===== config.mk =====
export PLATFORM = sky130hd
export DESIGN_NAME = ps2_cmd_sequencer
export DESIGN_NICKNAME = d
export VERILOG_FILES = /design/src/rtl/ps2_pkg.sv /design/src/rtl/ps2_req_arbiter.sv /design/src/rtl/ps2_cmd_sequencer.sv
export SDC_FILE = /design/constraint.sdc
export NUM_CORES = 1
export LEC_CHECK = 0
export ABC_AREA = 0
export BUFFER_PORTS_ARGS = -buffer_cell sky130_fd_sc_hd__buf_4
export CAP_MARGIN = 25
export CORE_MARGIN = 2
export CORE_UTILIZATION = 55
export CTS_BUF_LIST = sky130_fd_sc_hd__clkbuf_4 sky130_fd_sc_hd__clkbuf_8
export CTS_CLUSTER_SIZE = 16
export DETAILED_ROUTE_END_ITERATION = 10
export PLACE_DENSITY = 0.76
export SLEW_MARGIN = 20
export SYNTH_ARGS = -nofsm -noshare
export SYNTH_HDL_FRONTEND = slang
export SYNTH_SLANG_ARGS = --single-unit

===== constraint.sdc =====
create_clock -name inclock -period 2.3 [get_ports inclock]
set_input_delay 0.345 -clock inclock [delete_from_list [all_inputs] [get_ports inclock]]
set_output_delay 0.345 -clock inclock [all_outputs]
set_load 0.02 [all_outputs]

===== src/rtl/ps2_pkg.sv =====
// Shared definitions for the PS/2 host-to-keyboard command path.
// Contents: command/response byte codes, sequencer state encodings,
// requester IDs, abort codes and the latched command payload.
package ps2_pkg;

    localparam int unsigned NUM_REQ = 3;
    localparam int unsigned ID_W    = 2;
    localparam int unsigned TIMER_W = 26;
    localparam int unsigned RETRY_W = 8;

    localparam logic [7:0] CMD_RESET     = 8'hFF;
    localparam logic [7:0] CMD_SET_LED   = 8'hED;
    localparam logic [7:0] CMD_TYPEMATIC = 8'hF3;
    localparam logic [7:0] RSP_ACK       = 8'hFA;
    localparam logic [7:0] RSP_RESEND    = 8'hFE;
    localparam logic [7:0] RSP_BAT_OK    = 8'hAA;
    localparam logic [7:0] RSP_BAT_FAIL  = 8'hFC;

    localparam logic [2:0] ST_IDLE      = 3'd0;
    localparam logic [2:0] ST_SEND      = 3'd1;
    localparam logic [2:0] ST_WAIT_SENT = 3'd2;
    localparam logic [2:0] ST_WAIT_ACK  = 3'd3;
    localparam logic [2:0] ST_WAIT_BAT  = 3'd4;
    localparam logic [2:0] ST_FINISH    = 3'd5;

    localparam logic [ID_W-1:0] ID_RESET     = 2'd0;
    localparam logic [ID_W-1:0] ID_LED       = 2'd1;
    localparam logic [ID_W-1:0] ID_TYPEMATIC = 2'd2;

    localparam logic [1:0] ERR_NONE        = 2'd0;
    localparam logic [1:0] ERR_RETRY       = 2'd1;
    localparam logic [1:0] ERR_BAT_FAIL    = 2'd2;
    localparam logic [1:0] ERR_BAT_TIMEOUT = 2'd3;

    typedef struct packed {
        logic [ID_W-1:0] id;
        logic [7:0]      byte0;
        logic [7:0]      byte1;
    } cmd_t;

    // Command bytes for a requester; byte1 is unused by the reset command.
    function automatic cmd_t build_cmd(input logic [ID_W-1:0] id,
                                       input logic [2:0]      led,
                                       input logic [7:0]      rate);
        cmd_t c;
        c.id    = id;
        c.byte0 = CMD_RESET;
        c.byte1 = 8'h00;
        case (id)
            ID_LED: begin
                c.byte0 = CMD_SET_LED;
                c.byte1 = {5'b0, led};
            end
            ID_TYPEMATIC: begin
                c.byte0 = CMD_TYPEMATIC;
                c.byte1 = rate;
            end
            default: ;
        endcase
        return c;
    endfunction

endpackage


===== src/rtl/ps2_req_arbiter.sv =====
// Pending-request register with fixed-priority grant (0 > 1 > 2).
// Ports: req pulses set pend bits; gnt_en allows a grant this cycle;
// gnt_valid_c/gnt_id_c give the combinational grant. The granted bit is
// cleared, and a pulse in the same cycle re-sets it.
module ps2_req_arbiter
    import ps2_pkg::*;
(
    input  logic                 inclock,
    input  logic                 resetn,
    input  logic [NUM_REQ-1:0]   req,
    input  logic                 gnt_en,
    output logic                 gnt_valid_c,
    output logic [ID_W-1:0]      gnt_id_c
);

    logic [NUM_REQ-1:0] pend_q;
    logic [NUM_REQ-1:0] pend_d;
    logic [NUM_REQ-1:0] gnt_mask;

    // Priority select and pend update.
    always_comb begin
        gnt_mask = '0;
        gnt_id_c = ID_RESET;
        if (gnt_en) begin
            if (pend_q[0]) begin
                gnt_mask = 3'b001;
                gnt_id_c = ID_RESET;
            end else if (pend_q[1]) begin
                gnt_mask = 3'b010;
                gnt_id_c = ID_LED;
            end else if (pend_q[2]) begin
                gnt_mask = 3'b100;
                gnt_id_c = ID_TYPEMATIC;
            end
        end
        gnt_valid_c = |gnt_mask;
        pend_d      = (pend_q & ~gnt_mask) | req;
    end

    always_ff @(posedge inclock) begin
        if (!resetn) pend_q <= '0;
        else         pend_q <= pend_d;
    end

endmodule


===== src/rtl/ps2_cmd_sequencer.sv =====
// Host-to-keyboard command sequencer: arbitrates reset/LED/typematic
// requests, sends command bytes, handles ACK/RESEND/BAT with retry and
// timeouts, and forwards every unconsumed received byte.
// Ports: req/led_value/typematic_value (requesters); the_command,
// send_command, command_was_sent, error_communication_timed_out,
// received_data(_en) (PS2_Controller); key_data(_en) (forwarded bytes);
// busy, done, done_id, error, err_code (status).
module ps2_cmd_sequencer
    import ps2_pkg::*;
#(
    parameter int unsigned ACK_TIMEOUT = 1_000_000,
    parameter int unsigned BAT_TIMEOUT = 50_000_000,
    parameter int unsigned MAX_RETRY   = 3
) (
    input  logic             inclock,
    input  logic             resetn,
    input  logic [2:0]       req,
    input  logic [2:0]       led_value,
    input  logic [7:0]       typematic_value,
    output logic [7:0]       the_command,
    output logic             send_command,
    input  logic             command_was_sent,
    input  logic             error_communication_timed_out,
    input  logic [7:0]       received_data,
    input  logic             received_data_en,
    output logic [7:0]       key_data,
    output logic             key_data_en,
    output logic             busy,
    output logic             done,
    output logic [ID_W-1:0]  done_id,
    output logic             error,
    output logic [1:0]       err_code
);

    localparam logic [TIMER_W-1:0] ACK_LIMIT = TIMER_W'(ACK_TIMEOUT - 1);
    localparam logic [TIMER_W-1:0] BAT_LIMIT = TIMER_W'(BAT_TIMEOUT - 1);
    localparam logic [RETRY_W-1:0] RETRY_MAX = RETRY_W'(MAX_RETRY);

    logic [2:0]         state_q,    state_d;
    cmd_t               cmd_q,      cmd_d;
    logic               idx_q,      idx_d;
    logic [RETRY_W-1:0] retry_q,    retry_d;
    logic [TIMER_W-1:0] timer_q,    timer_d;
    logic [7:0]         the_command_q, the_command_d;
    logic               send_command_q, send_command_d;
    logic [7:0]         key_data_q, key_data_d;
    logic               key_data_en_q, key_data_en_d;
    logic               busy_q,     busy_d;
    logic               done_q,     done_d;
    logic [ID_W-1:0]    done_id_q,  done_id_d;
    logic               error_q,    error_d;
    logic [1:0]         err_code_q, err_code_d;

    logic               gnt_en_c;
    logic               gnt_valid_c;
    logic [ID_W-1:0]    gnt_id_c;
    logic               ack_expired_c;
    logic               bat_expired_c;
    logic               do_retry;
    logic               consume;
    logic               fin_err;
    logic [1:0]         fin_code;

    assign gnt_en_c = (state_q == ST_IDLE);

    ps2_req_arbiter u_arb (
        .inclock     (inclock),
        .resetn      (resetn),
        .req         (req),
        .gnt_en      (gnt_en_c),
        .gnt_valid_c (gnt_valid_c),
        .gnt_id_c    (gnt_id_c)
    );

    // >= rather than == so an expiry masked by a coincident byte still fires.
    assign ack_expired_c = (timer_q >= ACK_LIMIT);
    assign bat_expired_c = (timer_q >= BAT_LIMIT);

    // Next-state, retry and response handling.
    always_comb begin
        state_d  = state_q;
        cmd_d    = cmd_q;
        idx_d    = idx_q;
        retry_d  = retry_q;
        do_retry = 1'b0;
        consume  = 1'b0;
        fin_err  = 1'b0;
        fin_code = ERR_NONE;

        case (state_q)
            ST_IDLE: begin
                if (gnt_valid_c) begin
                    cmd_d   = build_cmd(gnt_id_c, led_value, typematic_value);
                    idx_d   = 1'b0;
                    retry_d = '0;
                    state_d = ST_SEND;
                end
            end
            ST_SEND: state_d = ST_WAIT_SENT;
            ST_WAIT_SENT: begin
                if (command_was_sent)                                   state_d  = ST_WAIT_ACK;
                else if (error_communication_timed_out || ack_expired_c) do_retry = 1'b1;
            end
            ST_WAIT_ACK: begin
                if (received_data_en) begin
                    if (received_data == RSP_ACK) begin
                        consume = 1'b1;
                        if (cmd_q.id == ID_RESET) begin
                            state_d = ST_WAIT_BAT;
                        end else if (!idx_q) begin
                            idx_d   = 1'b1;
                            retry_d = '0;
                            state_d = ST_SEND;
                        end else begin
                            state_d = ST_FINISH;
                        end
                    end else if (received_data == RSP_RESEND) begin
                        consume  = 1'b1;
                        do_retry = 1'b1;
                    end
                end else if (ack_expired_c) begin
                    do_retry = 1'b1;
                end
            end
            ST_WAIT_BAT: begin
                if (received_data_en) begin
                    if (received_data == RSP_BAT_OK) begin
                        consume = 1'b1;
                        state_d = ST_FINISH;
                    end else if (received_data == RSP_BAT_FAIL) begin
                        consume  = 1'b1;
                        fin_err  = 1'b1;
                        fin_code = ERR_BAT_FAIL;
                        state_d  = ST_FINISH;
                    end
                end else if (bat_expired_c) begin
                    fin_err  = 1'b1;
                    fin_code = ERR_BAT_TIMEOUT;
                    state_d  = ST_FINISH;
                end
            end
            ST_FINISH: state_d = ST_IDLE;
            default:   state_d = ST_IDLE;
        endcase

        if (do_retry) begin
            if (retry_q == RETRY_MAX) begin
                fin_err  = 1'b1;
                fin_code = ERR_RETRY;
                state_d  = ST_FINISH;
            end else begin
                retry_d = retry_q + RETRY_W'(1);
                state_d = ST_SEND;
            end
        end
    end

    // Registered outputs decoded from the next state; timer cleared on
    // entry to SEND and WAIT_BAT, otherwise saturating count.
    always_comb begin
        the_command_d  = the_command_q;
        send_command_d = (state_d == ST_SEND);
        busy_d         = (state_d != ST_IDLE);
        done_d         = (state_d == ST_FINISH);
        done_id_d      = '0;
        error_d        = 1'b0;
        err_code_d     = ERR_NONE;
        key_data_d     = key_data_q;
        key_data_en_d  = 1'b0;
        timer_d        = timer_q;

        if (state_d == ST_SEND) the_command_d = idx_d ? cmd_d.byte1 : cmd_d.byte0;
        if (done_d) begin
            done_id_d  = cmd_d.id;
            error_d    = fin_err;
            err_code_d = fin_code;
        end
        if (received_data_en && !consume) begin
            key_data_d    = received_data;
            key_data_en_d = 1'b1;
        end

        if ((state_d == ST_SEND) || (state_d == ST_WAIT_BAT && state_q != ST_WAIT_BAT))
            timer_d = '0;
        else if (timer_q != '1)
            timer_d = timer_q + TIMER_W'(1);
    end

    always_ff @(posedge inclock) begin
        if (!resetn) begin
            state_q        <= ST_IDLE;
            cmd_q          <= '0;
            idx_q          <= 1'b0;
            retry_q        <= '0;
            timer_q        <= '0;
            the_command_q  <= 8'h00;
            send_command_q <= 1'b0;
            key_data_q     <= 8'h00;
            key_data_en_q  <= 1'b0;
            busy_q         <= 1'b0;
            done_q         <= 1'b0;
            done_id_q      <= '0;
            error_q        <= 1'b0;
            err_code_q     <= ERR_NONE;
        end else begin
            state_q        <= state_d;
            cmd_q          <= cmd_d;
            idx_q          <= idx_d;
            retry_q        <= retry_d;
            timer_q        <= timer_d;
            the_command_q  <= the_command_d;
            send_command_q <= send_command_d;
            key_data_q     <= key_data_d;
            key_data_en_q  <= key_data_en_d;
            busy_q         <= busy_d;
            done_q         <= done_d;
            done_id_q      <= done_id_d;
            error_q        <= error_d;
            err_code_q     <= err_code_d;
        end
    end

    assign the_command  = the_command_q;
    assign send_command = send_command_q;
    assign key_data     = key_data_q;
    assign key_data_en  = key_data_en_q;
    assign busy         = busy_q;
    assign done         = done_q;
    assign done_id      = done_id_q;
    assign error        = error_q;
    assign err_code     = err_code_q;

endmodule


Word level (Yosys, flattened, before mapping). Index checks and enable logic that the tools add are counted.

Output and inout bits: 25. Bits in registers: 84. Logic and storage cells: 117. Bits of input ports: 27.

$lt $le $gt $ge: 2. Bitwise logic cells: 4. Reduce and logical (&&, ||, !) cells: 11. Equal/unequal tests: 16. $add $sub $neg: 2. Multiplexer cells: 65.

Operators with widths (count): $mux W8 (8); $mux W3 (16); $mux W18 (2); $eq A8 B8 Y1 const B (4); $add A26 B1 Y26 const B (1); $ge A26 B20 Y1 const B (1); $ge A26 B26 Y1 const B (1); $ne A26 B26 Y1 const B (1); $pmux W13 S2 (1); $mux W1 (22); $mux W2 (11); $pmux W8 S2 (1); $pmux W3 S5 (1); $eq A3 B3 Y1 const B (3); $add A8 B1 Y8 const B (1); $eq A8 B2 Y1 const B (1); $eq A3 B1 Y1 const B (2); $eq A3 B2 Y1 const B (2); $pmux W1 S2 (3); $and A3 B3 Y3 (1); $logic_not A3 Y1 (1); $ne A3 B3 Y1 const B (1); $not A3 Y3 (1); $or A3 B3 Y3 (1); 11 further kinds (13).

Longest topological paths before layout. Gate-level depths: netlist (run 1).

Depth in word-level cells: 12. Gate-level depth with buffers: 10. Mapped depth without buffers: 8.

Modules after synthesis. Synthesis (run 1) repeated with hierarchy kept, for this count alone.

Cell total of the unflattened synthesis: 455. Area total of the unflattened synthesis: 3852.4 um^2.

By module, submodules not included: ps2_cmd_sequencer (times used 1, cells an instance 439, area an instance 3719.8 um^2); ps2_req_arbiter (times used 1, cells an instance 16, area an instance 132.6 um^2).

Worst setup path before layout (run 1). OpenSTA, ideal clock, no wires.

Kind: register to register. Start: reg timer_q[7]. End: reg timer_q[24]. Path buffers: 1. Clock period less this slack: 2.117 ns. Required time: 2.178 ns. Stages on the path, launching flop included: 9. Library setup time: 0.122 ns. Slack: 0.183 ns. Data arrival time: 1.995 ns. Path through: dfxtp_1 -> or4_1 -> nor3_1 -> a2111o_1 -> a31oi_1 -> or3_4 -> nand4_4 -> buf_6 -> nor2_1.

Cells in the longest elaborated chain, start to end: 10. Elaborated cells on any way between the ends: 19.

RTL lines: start, declared (line ps2_cmd_sequencer.sv:43) `logic [TIMER_W-1:0] timer_q, timer_d;`; start signal, assigned (line ps2_cmd_sequencer.sv:210) `timer_q <= timer_d;`; $ge A26 B20 Y1 (line ps2_cmd_sequencer.sv:76) `assign ack_expired_c = (timer_q >= ACK_LIMIT);`; $logic_or A1 B1 Y1 (line ps2_cmd_sequencer.sv:102) `else if (error_communication_timed_out || ack_expired_c) do_retry = 1'b1;`; $mux W1 (line ps2_cmd_sequencer.sv:102); $mux W1 (line ps2_cmd_sequencer.sv:101) `if (command_was_sent) state_d = ST_WAIT_ACK;`; $pmux W1 S2 (line ps2_cmd_sequencer.sv:90) `case (state_q)`; $mux W3 (line ps2_cmd_sequencer.sv:146) `if (do_retry) begin`; $eq A3 B3 Y1 (line ps2_cmd_sequencer.sv:183) `if ((state_d == ST_SEND) || (state_d == ST_WAIT_BAT && state_q != ST_WAIT_BAT))`; $logic_and A1 B1 Y1 (line ps2_cmd_sequencer.sv:183); $logic_or A1 B1 Y1 (line ps2_cmd_sequencer.sv:183); $reduce_or A2 Y1 (no source line).

Several ways; a longest one is shown, not always the timed one. A chain may end at the register's enable or synchronous reset.

Worst setup path in the final report (run 1).
Start: reg timer_q[7]. End: reg timer_q[22].

The elaborated chain is that of the path after synthesis.

==> impl_metrics.ini, run 1 <==
[logic_synthesis]
synthDistinctLibCells = 62
syn_area_um2 = 4030
synth_flop_cell = dfxtp_1
post_synth.cell_area_avg_um2 = 8.79
synth_nets = 490
synth_cells = 458
synth-seq-area-share = 0.418
synth-seq-cells = 84
synth_warnings = 0
async_flop_share = 0
synth-edff-count = 0

[setup_path]
critPathArrivalTime_ns = 2.48
reg2reg_from = timer_q[7]$_SDFFE_PP0P_
r2r_setup_slack_ns = 0.07
end_kind = register
path_class = register to register
start_kind = register
r2r_end = timer_q[22]$_SDFFE_PP0P_
path_max_fanout = 8
rr_worst_depth = 8
required_ns = 2.55

[floorplan]
dieArea_um2 = 8020
dieHeight_um = 89.6
start_util = 0.561
core-area_um2 = 7180
row_count = 31
ioPinCount = 52
die_w_um = 89.6

[detailed_routing]
vias_per_cell = 5.56
ant_nets = 0
drtIter0Drc = 218
drt_pass1_iterations = 4
wl_um = 9650
route.detailed.drc = 0
vias = 3594
wl_per_cell_um = 14.9

[place]
gp_congestion = 0.923
dp_hpwl_um = 6760
dp_cells = 627
io_buffer_count = 51
place_area_um2 = 4740

[timing]
min_period_ns = 2.23
maxClockFrequency_mhz = 449
tightest_slew_ns = 0.507
slew_viol_final = 0
slew_headroom = 0.661
fin_worst_skew_ns = 0.00929
period_share = 0.969
finalSetupViolations = 0
hold_violations = 0

[hold_path]
whs_path_depth = 3
min_path_type = input port to register
min_from = req[1]
min_to = u_arb.pend_q[1]$_SDFF_PN0_

[finish]
design_area_um2 = 5090
final_cell_mix = buf_4, dfxtp_1, nand2_1
syn2layout_area_growth_pct = 26.5
layoutNonFillerInstCount = 646
n_antenna_cell = 0
drive_above_1_share = 0.269
final_common_cell = buf_4
nets = 574

[global_routing]
antenna_found_initial = 0
grt_max_degree = 45
grt_util_met3 = 0.0397
grt_pass1_vias = 3279
grt_remaining_overflow = 0
grt.busiest_layer = met2
gr-usage-met2 = 0.408
grt_util_met1 = 0.325
grtUsageTotal = 0.246
grt_pass1_wl_um = 15400

[power_and_ir_drop]
p_per_area_nw_per_um2 = 829
peakVddDrop_v = 0.000500
p_leak_nw = 2.07
report.power.total_mw = 4.22

[clock_network]
holdBufCountCts = 0
clk_path_buf_depth = 2
clk_latency_ns = 0.36
cts_tree = done
cts_buffers = 9
htree_levels = 3
cts-root-buf = clkbuf_8
cts.sinks = 84
cts.clk_slew.worst_paths_ns = 0.09

[flow_run]
drv_cap = 0

[status]
status = finished clean
## kinds of logic (layout without fill, tap and decap cells)
kind of cell | after synthesis | in the layout | share of synthesized area
buffers and inverters | 32 | 121 | 0.0416
AO/OA/AOI/OAI | 82 | 82 | 0.145
multiplexers | 19 | 19 | 0.0497
XOR/XNOR | 24 | 24 | 0.0522
flip-flops | 84 | 84 | 0.418
adder cells (fa/ha/maj) | 5 | 5 | 0.0155
AND/OR/NAND/NOR | 212 | 212 | 0.278
## per-stage QoR
stage          utilization  hold WS (ns)  setup TNS [ns]  setup WS, ns
3_5_place_dp         0.660         0.448          -0.298       -0.0436
6_report             0.710         0.212               0        0.0709
4_1_cts              0.697         0.210               0        0.0508
3_3_place_gp         0.660         0.442          -0.302       -0.0353
5_1_grt              0.710         0.216         -0.0117      -0.00626
2_1_floorplan            -         0.435               0         0.183
## worst max-delay path, stage by stage, from the launching register on
cell	delay, ns
dfxtp_1	0.32
or4_4	0.55
nor3_4	0.23
a2111o_1	0.18
a31oi_2	0.10
or3_4	0.36
nand4_4	0.18
buf_6	0.14
nor2_1	0.05
## area by class of cell
cell class | instances | area (um2)
Multi-Input combinational cell | 342 | 2230
Fill cell | 576 | 2080
Sequential cell | 84 | 1680
Timing Repair Buffer | 99 | 783
Clock buffer | 9 | 124
Tap cell | 99 | 124
Clock inverter | 7 | 123
Inverter | 6 | 22.5
## layer usage
metal | wire length [um] | vias up
met5 | 0 | -
met4 | 126 | 0
met3 | 403 | 14
met2 | 4690 | 96
met1 | 4430 | 1690
li1 | - | 1794
## flip-flops by register name, summed over array words and instances, names as in the netlist
signal and cells:
done 1, send_command 1, key_data_en 1, retry_q 8, error 1, timer_q 26, key_data 8, u_arb.pend_q 3
busy 1, the_command 8, cmd_q 18, done_id 2, state_q 3, err_code 2, idx_q 1
## worst max path at each step
stage                              from                          end  slack, ns  depth (start not counted)
3_5_place_dp           received_data[0]     timer_q[22]$_SDFFE_PP0P_      -0.04                          9
2_1_floorplan   timer_q[7]$_SDFFE_PP0P_     timer_q[24]$_SDFFE_PP0P_       0.18                          8
5_1_grt        timer_q[11]$_SDFFE_PP0P_  the_command[5]$_SDFFE_PN0P_     -0.006                          9
4_1_cts        timer_q[21]$_SDFFE_PP0P_     timer_q[22]$_SDFFE_PP0P_       0.05                          9
3_3_place_gp           received_data[0]     timer_q[25]$_SDFFE_PP0P_      -0.04                          9
6_report        timer_q[7]$_SDFFE_PP0P_     timer_q[22]$_SDFFE_PP0P_       0.07                          8
## power breakdown
part           total (mW)  internal, mW  switching [mW]  leakage [nW]
Combinational        1.21         0.564           0.651          1.27
Sequential           1.71          1.61          0.0999         0.685
Clock                1.30         0.729           0.568         0.116
## synth_stat cells, drive strengths merged, types with 2 or more instances
library cell  count  area, um2
and3              8       50.1
and4              4       35.0
mux2i            11        110
o211ai            6       45.0
mux2              8       90.1
nor2b            22        138
xor2             19        166
o21a             10       75.1
nor2             45        171
xnor2             5       43.8
a22oi             3       22.5
ha                5       62.6
nand2            45        171
clkbuf           16       65.1
nor3             13       65.1
nand3b            2       15.0
buf              10       80.1
a211oi            2       15.0
nand4b            2       17.5
and2              5       31.3
and4b             2       20.0
o21ai            20        104
a21boi            9       78.8
a21oi            18       93.8
inv               6       22.5
nand4            20        140
dfxtp            84       1680
or3               6       47.5
nand3            25        125
nand2b            3       18.8
or4               3       22.5
nor3b             3       22.5
a2111oi           2       42.5
## repair_timing
| action | 4_1_cts | 5_1_grt |
|---|---|---|
| setup endpoints to repair | 23 | 26 |
| pin swaps | 1 | 8 |
| resized for setup | 4 | 16 |
| endpoints found under the hold margin | 0 | 0 |
| buffers inserted | 0 | 2 |
| gates cloned | 0 | 1 |
(Power assumes the default switching activity.)
==> run 2, diff against run 1 <==
Settings changed: REMOVE_ABC_BUFFERS set to 1.
==> impl_metrics.ini, run 2 (same netlist as run 1, synthesis figures left out) <==
[global_routing]
grt_pass1_wl_um = 14200
grt_pass1_vias = 3292
grt_max_degree = 56
grtUsageTotal = 0.227
antenna_found_initial = 0
grt_remaining_overflow = 0

[finish]
drive_above_1_share = 0.249
nets = 558
n_antenna_cell = 0
syn2layout_area_growth_pct = 22.9
reg_top3 = timer_q: 26 flops, cmd_q: 18 flops
layoutNonFillerInstCount = 630
finish.utilization = 0.690
design_area_um2 = 4950
largest_reg_flops = 26
final_common_cell = dfxtp_1
regMostFlops = timer_q
final_cell_mix = dfxtp_1, buf_4, nor2_1, nand2_1, nand3_1

[timing]
hold_ws_ns = 0.209
hold_violations = 0
maxClockFrequency_mhz = 447
slew_viol_final = 0
period_share = 0.972
tns_ns = 0
tightest_slew_ns = 0.745
min_period_ns = 2.24
finalSetupViolations = 0
slew_headroom = 0.502
setup_ws_ns = 0.0635
fin_worst_skew_ns = 0.0112

[setup_path]
r2r_setup_slack_ns = 0.06
slowest_stage = or4_1
required_ns = 2.56
start_kind = register
path_cells = or4_1 -> nor3_2 -> a2111o_1 -> a31oi_2 -> or3_4 -> nand4_4 -> clkbuf_16 -> nor2_1
crit_path_max_incr_delay_ns = 0.57
path_class = register to register
end_kind = register
critPathArrivalTime_ns = 2.49
path_max_fanout = 7

[place]
gp_congestion = 0.831
place_area_um2 = 4640
io_buffer_count = 51
dp_hpwl_um = 6270
dp_cells = 611
pre_cts_ws_ns = 0.0376

[floorplan]
start_util = 0.561
core-area_um2 = 7180
die_w_um = 89.6
ioPinCount = 52
dieHeight_um = 89.6
row_count = 31
dieArea_um2 = 8020

[detailed_routing]
vias = 3501
wl_per_cell_um = 14.1
ant_nets = 0
drtIter0Drc = 86
route.detailed.drc = 0
vias_per_cell = 5.56
wl_um = 8910
drt_pass1_iterations = 5

[clock_network]
cts_buffers = 9
clk_path_buf_depth = 2
cts.sinks = 84
cts.clk_slew.worst_paths_ns = 0.09
clk_latency_ns = 0.37
cts_tree = done
holdBufCountCts = 0
cts-root-buf = clkbuf_8
htree_levels = 3

[hold_path]
min_path_type = input port to register

[status]
status = finished clean

[flow_run]
drv_cap = 0

[power_and_ir_drop]
report.power.total_mw = 3.98
p_leak_nw = 1.98
peakVddDrop_v = 0.000458
p_per_area_nw_per_um2 = 804
-- run 2: cell count changes in the layout (fill, tap and decap cells not counted), sizes merged --
cell,delta
clkbuf,+1
buf,-18
bufinv,-2
clkinv,+1
o21ai,+1
inv,+1
-- run 2: worst paths after layout --
| kind | start | end | cells after the start |
|---|---|---|---|
| max | timer_q[7]$_SDFFE_PP0P_ | timer_q[10]$_SDFFE_PP0P_ | 8 |
| min | req[0] | u_arb.pend_q[0]$_SDFF_PN0_ | 3 |
| max reg2reg | timer_q[7]$_SDFFE_PP0P_ | timer_q[10]$_SDFFE_PP0P_ | 8 |
| min reg2reg | the_command[5]$_SDFFE_PN0P_ | the_command[5]$_SDFFE_PN0P_ | 2 |
-- run 2: layer usage --
layer | track usage | share of wire | routed length, um | vias up
li1 | - | - | - | 1756
met1 | 0.262 | 0.44 | 3890 | 1668
met2 | 0.405 | 0.51 | 4580 | 60
met3 | 0.0517 | 0.032 | 283 | 17
met4 | 0.0896 | 0.018 | 163 | 0
met5 | 0 | 0 | 0 | -
-- run 2: worst max-delay path: cells and delay by family, from the launching register on --
| family | cells | cell delay, ns |
|---|---|---|
| AOI/OAI and AO/OA | 2 | 0.27 |
| buffers and inverters | 1 | 0.18 |
| DFF | 1 | 0.33 |
| and+or+nand+nor | 5 | 1.35 |
-- run 2: power by group --
group / switching (mW) / internal [mW]
clock network: 0.570 / 0.514
registers: 0.104 / 1.61
logic: 0.632 / 0.549
-- run 2: final cells by class --
class | count | area (um2)
fillers | 582 | 2230
well taps | 99 | 124
multi-input cells | 343 | 2240
repair buffers | 82 | 671
flip-flops and latches | 84 | 1680
clock buffers | 9 | 124
inverters | 6 | 22.5
clock inverters | 7 | 80.1
-- run 2: timing repair --
| action | in CTS | in global routing |
|---|---|---|
| pin swaps | 0 | 7 |
| endpoints found under the setup margin | 25 | 28 |
| cloned | 0 | 2 |
| gates resized for setup | 4 | 11 |
| buffers inserted | 0 | 1 |
==> run 3, diff against run 2 <==
Settings changed: CELL_PAD_IN_SITES_DETAIL_PLACEMENT set to 0, CELL_PAD_IN_SITES_GLOBAL_PLACEMENT set to 1, CORE_UTILIZATION 55 to 45, PLACE_DENSITY 0.76 to unset, PLACE_DENSITY_LB_ADDON set to 0.1.
==> impl_metrics.ini, run 3 (same netlist as run 1, synthesis figures left out) <==
[power_and_ir_drop]
intPower_mw = 2.71
peakVddDrop_v = 0.000455
p_per_area_nw_per_um2 = 802
p_comb_frac = 0.299
clkPwrFrac = 0.274
seqPwrFrac = 0.427
power.share.switching = 0.326
power_switching_mw = 1.31
p_leak_nw = 2.00

[global_routing]
grt_pass1_wl_um = 15400
antenna_found_initial = 0
grt_pass1_vias = 3375
grtUsageTotal = 0.190
grt_max_degree = 53
grt_remaining_overflow = 0

[clock_network]
clk_latency_ns = 0.35
cts.sinks = 84
cts_tree = done
htree_levels = 3
clk_path_buf_depth = 2
cts_buffers = 9
cts.clk_slew.worst_paths_ns = 0.09
cts-root-buf = clkbuf_8

[setup_path]
critPathArrivalTime_ns = 2.45
end_kind = register
path_class = register to register
crit_path_max_incr_delay_ns = 0.52
path_max_fanout = 8
slowest_stage = or4_1
path_cells = or4_1 -> nor3_2 -> a2111o_1 -> a31oi_2 -> or3_4 -> nand4_4 -> clkbuf_16 -> nor2_4
path_buf_inv = 1
start_kind = register
path_depth = 8
required_ns = 2.54
rr_worst_depth = 8
critPathTopFamily = simple AND/OR/NAND/NOR gates

[finish]
largest_reg_flops = 26
syn2layout_area_growth_pct = 24.4
reg_top3 = timer_q: 26 flops, cmd_q: 18 flops
nets = 561
n_antenna_cell = 0
finish.utilization = 0.577
regMostFlops = timer_q
drive_above_1_share = 0.270
final_cell_mix = buf_4, dfxtp_1, nand2_1
final_common_cell = buf_4

[hold_path]
whs_path_depth = 3
min_path_type = input port to register

[detailed_routing]
vias_per_cell = 5.37
route.detailed.drc = 0
ant_nets = 0
drt_pass1_iterations = 4
drtIter0Drc = 108
wl_per_cell_um = 14.1
vias = 3445
wl_um = 9050

[floorplan]
die_w_um = 98.6
start_util = 0.464
ioPinCount = 52
dieHeight_um = 98.6
core-area_um2 = 8680
dieArea_um2 = 9720
row_count = 34

[timing]
fin_worst_skew_ns = 0.0172
hold_violations = 0
slew_viol_final = 0
finalSetupViolations = 0
maxClockFrequency_mhz = 452
slew_headroom = 0.510
grt_setup_unrepaired = true
min_period_ns = 2.21
period_share = 0.962
hold_ws_ns = 0.223
tightest_slew_ns = 0.732

[place]
io_buffer_count = 51
dp_hpwl_um = 6520
gp_congestion = 0.793

[flow_run]
drv_cap = 0

[status]
status = finished clean
==> run 3: cell count changes in the layout (fill, tap and decap cells not counted), moves of 2 or more <==
cell        previous run  this run
nor2_2                 1         9
buf_4                 78        82
clkinvlp_4             2         0
dfxtp_1               83        80
dfxtp_2                1         4
nor2_1                44        35
==> run 3: repair_timing <==
| action | CTS | global route |
|---|---|---|
| setup buffers | 0 | 0 |
| gates resized for setup | 0 | 24 |
| hold buffers | 0 | 0 |
| setup endpoints to repair | 0 | 35 |
==> run 3: area by class of cell <==
| class | count | area, um2 |
|---|---|---|
| clock buffers | 10 | 138 |
| clock inverters | 6 | 70.1 |
| fillers | 827 | 3670 |
| inverters | 6 | 22.5 |
| multi-input cells | 342 | 2260 |
| flip-flops and latches | 84 | 1690 |
| well taps | 108 | 135 |
| repair buffers | 86 | 701 |
==> run 3: per-layer routing <==
metal  vias up  GRT usage  part of all wire
met2        36      0.330              0.51
met4         0     0.0506            0.0040
met1      1643      0.239              0.47
li1       1764          -                 -
met5         -          0                 0
met3         2     0.0411             0.020
==> run 3: worst reg2reg max path: cells and delay by family, from the launching register on <==
family | cells | cell delay (ns)
AND/OR/NAND/NOR | 5 | 1.31
flip-flops | 1 | 0.34
AO/OA/AOI/OAI | 2 | 0.29
buffers and inverters | 1 | 0.19
==> run 3: worst paths after layout <==
path	from	end	slack (ns)
setup / recovery	timer_q[8]$_SDFFE_PP0P_	timer_q[10]$_SDFFE_PP0P_	0.09
hold / removal	req[2]	u_arb.pend_q[2]$_SDFF_PN0_	0.22
hold reg to reg	the_command[5]$_SDFFE_PN0P_	the_command[5]$_SDFFE_PN0P_	0.47
setup reg to reg	timer_q[8]$_SDFFE_PP0P_	timer_q[10]$_SDFFE_PP0P_	0.09
==> run 3: stage by stage <==
step,instance area [um2],setup slack [ns],setup TNS [ns],cells,total power [mW]
6_report,5010,0.0863,0,642,4.02
5_1_grt,5010,-0.0298,-0.347,642,4.24
4_1_cts,4900,0.0252,0,641,4.01
3_5_place_dp,4690,-0.00291,-0.00291,625,2.90
3_3_place_gp,4690,-0.00837,-0.00837,625,2.88
2_1_floorplan,3880,0.0713,0,432,2.37
==> run 3: power by group through the flow <==
stage	logic [mW]	registers [mW]	clock network, mW
final	1.20	1.72	1.10
after CTS	1.15	1.72	1.14
after detailed placement	1.15	1.75	0
after global routing	1.31	1.74	1.18
after global placement	1.14	1.74	0
after floorplan	0.543	1.83	0
